==> src/rtl/pipeline_stall_controller.sv <==
// Hazard and flow controller beside decode: load-use bubble, memory freeze, jump flush, branch hold.
// Enables are combinational from state, internal registers and inputs; stall_cnt counts pc_en=0 cycles.
module pipeline_stall_controller (
  input  logic        clk,
  input  logic        reset,
  input  logic [31:0] ins,
  input  logic        mem_en_ex,
  input  logic        mem_ready,
  input  logic        cond_valid,
  input  logic        cond_taken,
  output logic        pc_en,
  output logic [1:0]  pc_sel,
  output logic        ifid_en,
  output logic        ifid_flush,
  output logic        ex_en,
  output logic        idex_bubble,
  output logic [15:0] stall_cnt
);

  typedef enum logic [1:0] {RUN, MEM_WAIT, BR_WAIT} state_t;

  state_t     state;
  state_t     state_nxt;
  logic       ld_ex;
  logic [4:0] ld_rd;
  logic       mem_done;

  logic is_jmp;
  logic is_cj;
  logic is_ld;
  logic load_use;
  logic mem_stall;

  assign is_jmp    = (ins[31:26] == 6'b011000);
  assign is_cj     = (ins[31:28] == 4'b0111);
  assign is_ld     = (ins[31:26] == 6'b010100);
  assign load_use  = ld_ex && ((ld_rd == ins[20:16]) || (ld_rd == ins[15:11]));
  // mem_done stops a still-asserted mem_en_ex from re-stalling right after MEM_WAIT exits
  assign mem_stall = mem_en_ex && !mem_ready && !mem_done;

  always_comb begin
    pc_en       = 1'b1;
    ifid_en     = 1'b1;
    ex_en       = 1'b1;
    pc_sel      = 2'b00;
    ifid_flush  = 1'b0;
    idex_bubble = 1'b0;
    state_nxt   = state;
    if (reset) begin
      pc_en   = 1'b0;
      ifid_en = 1'b0;
      ex_en   = 1'b0;
    end else begin
      case (state)
        RUN: begin
          if (mem_stall) begin
            pc_en     = 1'b0;
            ifid_en   = 1'b0;
            ex_en     = 1'b0;
            state_nxt = MEM_WAIT;
          end else if (load_use) begin
            pc_en       = 1'b0;
            ifid_en     = 1'b0;
            idex_bubble = 1'b1;
          end else if (is_cj) begin
            pc_en      = 1'b0;
            ifid_flush = 1'b1;
            state_nxt  = BR_WAIT;
          end else if (is_jmp) begin
            pc_sel     = 2'b01;
            ifid_flush = 1'b1;
          end
        end
        MEM_WAIT: begin
          pc_en   = 1'b0;
          ifid_en = 1'b0;
          ex_en   = 1'b0;
          if (mem_ready) state_nxt = RUN;
        end
        BR_WAIT: begin
          // IF/ID keeps the NOP loaded on detect; only PC and execute move on resolve
          ifid_en = 1'b0;
          if (cond_valid) begin
            pc_sel    = cond_taken ? 2'b10 : 2'b00;
            state_nxt = RUN;
          end else begin
            pc_en = 1'b0;
            ex_en = 1'b0;
          end
        end
        default: state_nxt = RUN;
      endcase
    end
  end

  always_ff @(posedge clk or posedge reset) begin
    if (reset) begin
      state     <= RUN;
      ld_ex     <= 1'b0;
      ld_rd     <= 5'd0;
      mem_done  <= 1'b0;
      stall_cnt <= 16'd0;
    end else begin
      state <= state_nxt;
      if ((state == MEM_WAIT) && mem_ready) begin
        mem_done <= 1'b1;
      end else if (ex_en) begin
        mem_done <= 1'b0;
      end
      if (ex_en) begin
        ld_ex <= is_ld && !idex_bubble && !ifid_flush;
        ld_rd <= ins[25:21];
      end
      if (!pc_en && (stall_cnt != 16'hFFFF)) begin
        stall_cnt <= stall_cnt + 16'd1;
      end
    end
  end

endmodule

==> config.mk <==
export PLATFORM = sky130hd
export DESIGN_NAME = pipeline_stall_controller
export DESIGN_NICKNAME = d
export VERILOG_FILES = /design/src/rtl/pipeline_stall_controller.sv
export SDC_FILE = /design/constraint.sdc
export NUM_CORES = 1
export LEC_CHECK = 0
export ABC_CLOCK_PERIOD_IN_PS = 2100
export CORE_MARGIN = 3
export CORE_UTILIZATION = 43
export CTS_CLUSTER_SIZE = 20
export DETAILED_ROUTE_END_ITERATION = 10
export GPL_TIMING_DRIVEN = 0
export HOLD_SLACK_MARGIN = 0.03
export PLACE_DENSITY = 0.91
export SETUP_SLACK_MARGIN = 0.3
export SLEW_MARGIN = 40
export SYNTH_ARGS = -nofsm -noshare
export SYNTH_HDL_FRONTEND = slang
export SYNTH_SLANG_ARGS = --single-unit
==> constraint.sdc <==
create_clock -name clk -period 2.1 [get_ports clk]
set_input_delay 0.21 -clock clk [delete_from_list [all_inputs] [get_ports clk]]
set_output_delay 0.21 -clock clk [all_outputs]
set_load 0.05 [all_outputs]
Word level (Yosys, flattened, before mapping)
Index checks and enable logic that the tools add are counted.
{"block": "classes", "order_cmp": 0, "div_mod_pow": 0, "mux": 39, "bitwise": 1, "n_shift": 0, "mul": 0, "n_eq_ne": 12, "n_reduce_logical": 17, "add_sub_neg": 1}
{"cell": "2-to-1 mux 1 bit", "n": 26}
{"cell": "adder 16 x 1 -> 16 bit (second input constant)", "n": 1}
{"cell": "2-to-1 mux 2 bit", "n": 8}
{"cell": "!= test 16 bit (second input constant)", "n": 1}
{"cell": "equality test 6 x 5 -> 1 bit (second input constant)", "n": 2}
{"cell": "equality test 5 bit", "n": 2}
{"cell": "logical AND 1 bit", "n": 7}
{"cell": "!= test 3 bit (second input constant)", "n": 2}
{"cell": "case mux 1 bit (3 select lines)", "n": 2}
{"cell": "case mux 2 bit (3 select lines)", "n": 1}
{"cell": "zero test 1 bit", "n": 5}
{"cell": "AND reduction 5 bit", "n": 1}
{"cell": "equality test 4 x 3 -> 1 bit (second input constant)", "n": 1}
{"cell": "!= test 2 bit (second input constant)", "n": 2}
{"cell": "case mux 2 bit (2 select lines)", "n": 1}
{"cell": "equality test 2 x 1 -> 1 bit (second input constant)", "n": 1}
{"cell": "equality test 2 bit (second input constant)", "n": 1}
{"cell": "zero test 2 bit", "n": 1}
{"cell": "case mux 1 bit (2 select lines)", "n": 1}
{"cell": "nonzero test 2 bit", "n": 1}
{"cell": "OR reduction 2 bit", "n": 1}
{"cell": "logical OR 1 bit", "n": 1}
{"cell": "inverter 1 bit", "n": 1}
{"block": "totals", "latchBits": 0, "inputBits": 38, "output_inout_bits": 23, "ff_bits": 25, "mem_count": 0, "ramBits": 0, "rom_bits": 0}

Logic depth before layout (Yosys ltp)
Gate-level depths: netlist of run 1.
{"block": "depth", "ltp_word": 10, "ltp_mapped": 9, "depth_no_buf": 8}

Worst setup path after synthesis of run 1
OpenSTA, ideal clock, no wires.
{"block": "synth_path", "path_kind": "reg-to-output", "start": "reg ld_rd[3]", "end": "out pc_sel[0]", "path_slack_ns": -0.303, "t_arrival_ns": 2.193, "required_ns": 1.890, "n_path_buf": 0, "path_stages_with_launch": 7, "path_cell_list": "dfrtp_1 xnor2_1 nand4_1 o22ai_2 nor3_1 nand2_1 nor3_1"}
{"block": "synth_via", "elab_chain_len": 7}
{"item": "from (decl)", "line_no": "25", "source": "logic [4:0] ld_rd;"}
{"item": "from (signal assigned)", "line_no": "112", "source": "ld_rd <= ins[25:21];"}
{"item": "equality test 5 bit", "line_no": "37", "source": "assign load_use = ld_ex && ((ld_rd == ins[20:16]) || (ld_rd == ins[15:11]));"}
{"item": "logical OR 1 bit (*)", "line_no": "37"}
{"item": "logical AND 1 bit (*)", "line_no": "37"}
{"item": "2-to-1 mux 1 bit (*)", "line_no": "61", "source": "end else if (load_use) begin"}
{"item": "2-to-1 mux 1 bit (*)", "line_no": "56", "source": "if (mem_stall) begin"}
{"item": "case mux 2 bit (2 select lines) (*)", "line_no": "54", "source": "case (state)"}
{"item": "2-to-1 mux 2 bit (*)", "line_no": "49", "source": "if (reset) begin"}
{"item": "to (decl)", "line_no": "12", "source": "output logic [1:0] pc_sel,"}
Mark *: on every way between the ends. The rest lies on a longest branch, timed or not.

Worst setup path after layout of run 1
{"block": "layout_path", "start": "reg ld_rd[1]", "end": "out ifid_en"}
{"block": "layout_via", "elab_chain_len": 7}
{"item": "equality test 5 bit", "line_no": "37"}
{"item": "logical OR 1 bit (*)", "line_no": "37"}
{"item": "logical AND 1 bit (*)", "line_no": "37"}
{"item": "2-to-1 mux 1 bit (*)", "line_no": "61"}
{"item": "2-to-1 mux 1 bit (*)", "line_no": "56"}
{"item": "case mux 1 bit (2 select lines) (*)", "line_no": "54"}
{"item": "2-to-1 mux 1 bit (*)", "line_no": "49"}
{"item": "to (decl)", "line_no": "13", "source": "output logic ifid_en,"}
Marked as above.

==> metrics, run 1 <==
synth warn=0; Psw=1.404 mW; Routed WL=3.998 mm; Routed WL per cell=15.74 µm; row count=20; Unique masters post-synth=38; Synth area leader=dfrtp_1; synthesized area=1496 µm²; CTS buffer count=3; MaxCap Viol Count=0; critical path depth=6; CTS H-tree depth=1; hold_buf cts=0; total clock sinks=25; gr usage total=0.1972; Slew @ Worst Pin=0.6189 ns; die width=64.99 µm; RR Startpoint=state[1]; Initial Utilization=0.4709; area occupied by registers=639.4 µm²; height of the die=64.99 µm; r2r worst-path depth=9; drt first pass iters=4; Seq pwr share=0.315; I/O pin total=61; WS Path Type=flop to output port; status=finished clean; #FFs+latches synth=25; Worst-Skew Late Latency=0.30 ns; Crit-path slowest cell=dfrtp_1; Seq/Total Area, Yosys=0.4181; Port-buffer cells=49; worst clock skew=0.005302 ns; core area=3178 µm²; Post-DP Area=2091 µm²; Leak=0.9549 nW; Mapped Cells=143; final setup fails=0; gpl congestion=0.8279; Combinational Power Share=0.612; Switching Share=0.4808; Critical path destination=ifid_en; Hold Fails Final Rpt=0; Placement Setup Slack=-1.104 ns; Syn Area/Cell=10.46 µm²; Final period util=0.9662; fmax=492.8 MHz; worst-case clock buffer depth=2; max_slew headroom=0.5851; CP max stage delay=0.45 ns; number of diodes=0; filler instances=235; initial drt markers=80; fin. max-slew vios=0; final net count=254; post-synth top area share=0.4181; initial antenna violation count=0; largest net degree at the start of global routing=14; CP bufs+invs=1; first-pass GRT wire length=6.582 mm; area grow syn2layout=57.94%; CTS tree=done; Crit. Startpoint=ld_rd[1]; Clock Power Share=0.072; r2r setup slk=0.19 ns; Hold WC Path Type=primary input to asynchronous set/reset pin; CTS Root Buffer Type=clkbuf_4; Max VDD drop=0.0007972 V; Antenna Nets Post-Route=0; R2R Path End=stall_cnt[7]; clock-pin slew on the worst setup and hold paths=0.14 ns; delay-heaviest family, CP=simple AND/OR/NAND/NOR gates; fraction of layout cells with a size suffix above 1=0.3952; vias per inst=5.323; post-route cell area=2364 µm²; fin worst setup slack=0.07092 ns; crit start category=flop; top post-synthesis cells by area=dfrtp_1 42%, xor2_1 7.6%, xnor2_1 7.0%; CP endpoint kind=output port; drt drc=0; area occupied by multi-input gates=978.4 µm²; vias in the first global route=1451; CP Max Fanout=3; WP data arrival=1.82 ns; cell breakdown of the critical path=xnor2_1, nand4_1, o22ai_4, nor3_4, or2_4, buf_8; hpwl dp=2.744 mm; GRT overflow=0; DR vias=1352; Tmin final=2.029 ns; RSZ-0062 raised after global routing=true; Pint=1.516 mW; Power per Cell Area=1235 nW/µm²; Worst EP required=1.89 ns; die area=4224 µm²; Pwr Total=2.920 mW; Post-Syn Nets=186
placed cells by master, fill, tap and decap left out, drive strengths merged:
cell,instances
xnor2,12
inv,6
nand2b,1
clkinvlp,2
o21ai,2
nand2,11
nor4,1
nand4,7
a221oi,1
mux2,6
ha,5
or3b,1
a41oi,1
mux2i,1
and4,1
and3,4
nand3,8
xor2,13
o22ai,2
clkbuf,4
clkdlybuf4s50,28
nor3,6
dlymetal6s2s,8
o2bb2ai,1
and2,1
dfrtp,25
nor2,15
a21oi,3
o221ai,1
a22o,1
or2,1
buf,21
nor3b,3
dlygate4sd2,6
and2b,1
worst min-delay path by stage:
stage / endpoint / cells past startpoint
final: stall_cnt[9] / 3
after global routing: stall_cnt[7] / 3
after CTS: stall_cnt[9] / 3
after detailed placement: stall_cnt[12] / 1
after global placement: stall_cnt[10] / 1
after floorplan: ld_ex / 1
synthesized netlist by cell type:
cell type  number
nor2_2          4
and3_4          1
nand4_2         1
xor2_1         13
o21ai_0         1
nor3_4          1
o2bb2ai_1       1
nor3_1          5
and3_1          3
nor2_1         10
o22ai_2         1
nand2b_1        1
nor2_4          1
and2_2          1
mux2_2          6
o221ai_1        1
mux2i_1         1
and4_1          1
a221oi_1        1
and2b_2         1
nor4_4          1
ha_1            5
or2_2           1
or3b_1          1
a21oi_1         3
nand2_1        10
a22o_2          1
nand4_1         6
xnor2_1        12
nand3_1         8
nor3b_1         3
dfrtp_1        25
inv_1           7
a41oi_1         1
nand2_4         1
buf_6           1
o21ai_4         1
o22ai_1         1
power by group through the flow:
stage / registers (mW) / logic (mW) / clock network, mW
final: 0.920 / 1.79 / 0.212
after global routing: 0.958 / 1.89 / 0.240
after CTS: 0.913 / 1.71 / 0.217
after detailed placement: 0.935 / 1.54 / 0
after global placement: 0.913 / 1.49 / 0
after floorplan: 1.25 / 0.748 / 0
cells by family after synthesis:
group	count (synthesis)	share of synthesized area
AOI/OAI and AO/OA	12	0.06689
xor gates and xnor gates	25	0.1463
and+or+nand+nor	61	0.2500
buffers and inverters	8	0.02509
adders and majority gates	5	0.04181
muxes	7	0.05184
DFF	25	0.4181
worst reg2reg max path, delay by kind of cell, from the launching register on:
family / cells / cell delay (ns)
buffers and inverters: 2 / 0.33
flip-flops: 1 / 0.42
AND/OR/NAND/NOR: 2 / 0.22
XOR/XNOR: 1 / 0.12
adder cells (fa/ha/maj): 1 / 0.19
AO/OA/AOI/OAI: 3 / 0.54
cell type report:
cell class                      instances  area share
Clock buffer                            4     0.01112
Multi-Input combinational cell        110      0.4140
Tap cell                               44     0.02329
Timing Repair inverter                  1    0.002118
Inverter                                7     0.01271
Sequential cell                        25      0.2705
Buffer                                  1    0.004764
Timing Repair Buffer                   62      0.2615
per-stage QoR:
stage / hold WS [ns] / util / TNS, ns / instances
after floorplan: 0.1010 / - / 0 / 143
after global placement: 0.4731 / 0.6579 / -14.55 / 236
after detailed placement: 0.4884 / 0.6579 / -16.24 / 236
after CTS: 0.2428 / 0.7150 / 0 / 251
after global routing: 0.2663 / 0.7437 / -0.08680 / 254
final: 0.2534 / 0.7437 / 0 / 254
metal layers:
layer,vias up,routed length [µm],track usage
met3,6,156,0.03293
li1,639,-,-
met1,669,1538,0.2193
met2,38,2223,0.3691
met5,-,0,0
met4,0,79,0.07652
sequential cells by signal, summed over array words and instances (netlist names):
| name | flops |
|---|---|
| ld_ex | 1 |
| state | 2 |
| mem_done | 1 |
| ld_rd | 5 |
| stall_cnt | 16 |
what timing repair did:
| action | CTS | global route |
|---|---|---|
| setup endpoints to repair | 34 | 36 |
| pin swaps | 13 | 13 |
| gates resized for setup | 73 | 23 |
| setup buffers | 9 | 3 |
| gates cloned | 2 | 0 |
Note: power is estimated with default switching activity, not from simulation.
==> inputs of run 2 (changes only) <==
--- a/config.mk
+++ b/config.mk
@@ -6,8 +6,10 @@
 export NUM_CORES = 1
 export LEC_CHECK = 0
 export ABC_CLOCK_PERIOD_IN_PS = 2100
+export CELL_PAD_IN_SITES_DETAIL_PLACEMENT = 1
+export CELL_PAD_IN_SITES_GLOBAL_PLACEMENT = 1
 export CORE_MARGIN = 3
-export CORE_UTILIZATION = 43
+export CORE_UTILIZATION = 32
 export CTS_CLUSTER_SIZE = 20
 export DETAILED_ROUTE_END_ITERATION = 10
 export GPL_TIMING_DRIVEN = 0
==> constraint.sdc (replaced) <==
create_clock -name clk -period 2.1 [get_ports clk]
set_input_delay 0.21 -clock clk [delete_from_list [all_inputs] [get_ports clk]]
set_output_delay 0.21 -clock clk [all_outputs]
set_load 0.1 [all_outputs]
==> metrics, run 2 (same netlist as run 1, synthesis figures left out) <==
drt first pass iters=4 (unchanged); area grow syn2layout=80.77%; RSZ-0062 raised after global routing=true; Hold WC Path Type=primary input to asynchronous set/reset pin; vias per inst=5.324 (about the same); DR vias=1448 (+7.1%); CTS buffer count=3 (unchanged); total clock sinks=25 (unchanged); Initial Utilization=0.3367 (-0.1342); drt drc=0 (unchanged); max_slew headroom=0.5410 (-0.04419); core area=4444 µm² (+40%); Power per Cell Area=1482 nW/µm² (+20%); final setup fails=3 (+3); largest net degree at the start of global routing=16 (+2); die area=5533 µm² (+31%); RR Startpoint=state[0]; Crit. Startpoint=state[0]; WP data arrival=2.32 ns (+0.50 ns); WS Path Type=flop to flop; vias in the first global route=1548 (+6.7%); Port-buffer cells=49 (unchanged); r2r setup slk=-0.02 ns (-0.21 ns); Final period util=1.009 (+0.04320); fin worst setup slack=-0.01981 ns (-0.09073 ns); worst clock skew=0.003837 ns (-0.001465 ns); gpl congestion=0.7256 (-12%); initial drt markers=64 (-20%); crit start category=flop; CTS Root Buffer Type=clkbuf_8; number of diodes=0 (unchanged); clock-pin slew on the worst setup and hold paths=0.10 ns (-0.04 ns); Tmin final=2.120 ns (+0.09073 ns); initial antenna violation count=0 (unchanged); hpwl dp=3.014 mm (+9.8%); hold_buf cts=0 (unchanged); Routed WL=5.828 mm (+46%); MaxCap Viol Count=0 (unchanged); CP endpoint kind=flop; Placement Setup Slack=-0.8452 ns (+0.2586 ns); R2R Path End=stall_cnt[14]; die width=74.39 µm (+14%); I/O pin total=61 (unchanged); Largest register FFs=16 (unchanged); largest registers=stall_cnt x16, ld_rd x5, state x2; final core area utilization=0.6087 (-0.1350); failing checks=negative setup slack; height of the die=74.39 µm (+14%); CTS tree=done; Reg with most FFs=stall_cnt; fin. max-slew vios=0 (unchanged); Hold Fails Final Rpt=0 (unchanged); first-pass GRT wire length=8.314 mm (+26%); status=finished with violations; final net count=264 (+3.9%); Worst EP required=2.30 ns (+0.41 ns); Max VDD drop=0.0009981 V (+25%); fmax=471.7 MHz (-4.3%); fraction of layout cells with a size suffix above 1=0.5591 (+0.1639); GRT overflow=0 (unchanged); Leak=1.035 nW (+8.4%); r2r worst-path depth=11 (+2); Antenna Nets Post-Route=0 (unchanged); Routed WL per cell=21.43 µm (+36%); Placed Cells=244 (+3.4%); most frequent cells in the layout=25 x clkdlybuf4s50_1, 16 x buf_2, 14 x buf_6; row count=24 (+20%); Final Instance Count excl. Fillers=272 (+7.1%); gr usage total=0.2015 (+0.004300); Slew @ Worst Pin=0.6848 ns (+0.06593 ns); worst-case clock buffer depth=2 (unchanged); CTS H-tree depth=1 (unchanged); CP Max Fanout=5 (+2); most common cell after layout, fill and taps aside=clkdlybuf4s50_1; Worst-Skew Late Latency=0.28 ns (-0.02 ns)
run 2: cell types whose count changed in the layout (fill, tap and decap cells not counted), sizes merged:
cell | previous run | this run
buf | 21 | 47
dlygate4sd2 | 6 | 0
clkdlybuf4s15 | 0 | 1
clkdlybuf4s50 | 28 | 25
dlymetal6s2s | 8 | 0
inv | 6 | 5
clkbuf | 4 | 3
clkinvlp | 2 | 4
run 2: report_power, final:
| group | internal, mW | switching, mW |
|---|---|---|
| clock | 0.135 | 0.187 |
| combinational | 0.978 | 1.71 |
| sequential | 0.723 | 0.274 |
run 2: cell type report:
type | count | area [µm²]
Buffer | 1 | 20.02
Sequential cell | 25 | 670.6
Clock inverter | 1 | 7.507
Tap cell | 52 | 65.06
Inverter | 7 | 33.78
Multi-Input combinational cell | 110 | 1127
Fill cell | 455 | 1739
Timing Repair inverter | 1 | 5.005
Clock buffer | 3 | 41.29
Timing Repair Buffer | 72 | 734.5
run 2: layer usage:
layer / routed length, µm / global-route usage / vias up
li1: - / - / 661
met1: 2414 / 0.2485 / 724
met2: 3091 / 0.3707 / 51
met3: 213 / 0.02838 / 12
met4: 109 / 0.04348 / 0
met5: 0 / 0 / -
run 2: timing repair:
item	in CTS	in global routing
pin swaps	20	12
gates cloned	2	0
endpoints found under the setup margin	30	30
setup buffers	17	5
resized for setup	47	26
run 2: per-stage QoR:
stage | hold WS, ns | power (mW) | setup TNS [ns] | area [µm²]
after global routing | 0.2701 | 4.183 | -0.4095 | 2705
final | 0.2519 | 4.009 | -0.03397 | 2705
after CTS | 0.2281 | 3.724 | 0 | 2544
after global placement | 0.4693 | 3.116 | -21.43 | 2268
after floorplan | 0.1013 | 2.665 | -0.04297 | 1713
after detailed placement | 0.4732 | 3.042 | -18.44 | 2153
run 2: how the worst max path moves through the flow:
stage	to	slack, ns	cells past startpoint
3_5_place_dp	ex_en	-0.85	6
3_3_place_gp	ex_en	-1.47	6
2_1_floorplan	pc_sel[0]	-0.04	6
6_report	stall_cnt[14]	-0.02	11
4_1_cts	ifid_en	0.09	6
5_1_grt	pc_sel[0]	-0.06	7
run 2: critical path, stage by stage, from the launching register on:
cell,delay [ns]
dfrtp_1,0.41
inv_2,0.08
buf_6,0.13
ha_4,0.16
a21oi_4,0.18
nor2_4,0.08
a41oi_2,0.25
o21ai_4,0.16
buf_6,0.16
buf_16,0.14
nor2_4,0.11
xor2_2,0.18
==> inputs of run 3 (changes only) <==
--- a/config.mk
+++ b/config.mk
@@ -5,7 +5,6 @@
 export SDC_FILE = /design/constraint.sdc
 export NUM_CORES = 1
 export LEC_CHECK = 0
-export ABC_CLOCK_PERIOD_IN_PS = 2100
 export CELL_PAD_IN_SITES_DETAIL_PLACEMENT = 1
 export CELL_PAD_IN_SITES_GLOBAL_PLACEMENT = 1
 export CORE_MARGIN = 3
==> results of run 3 <==
Same layout as run 2: the final DEF is identical, and so are final timing and power.
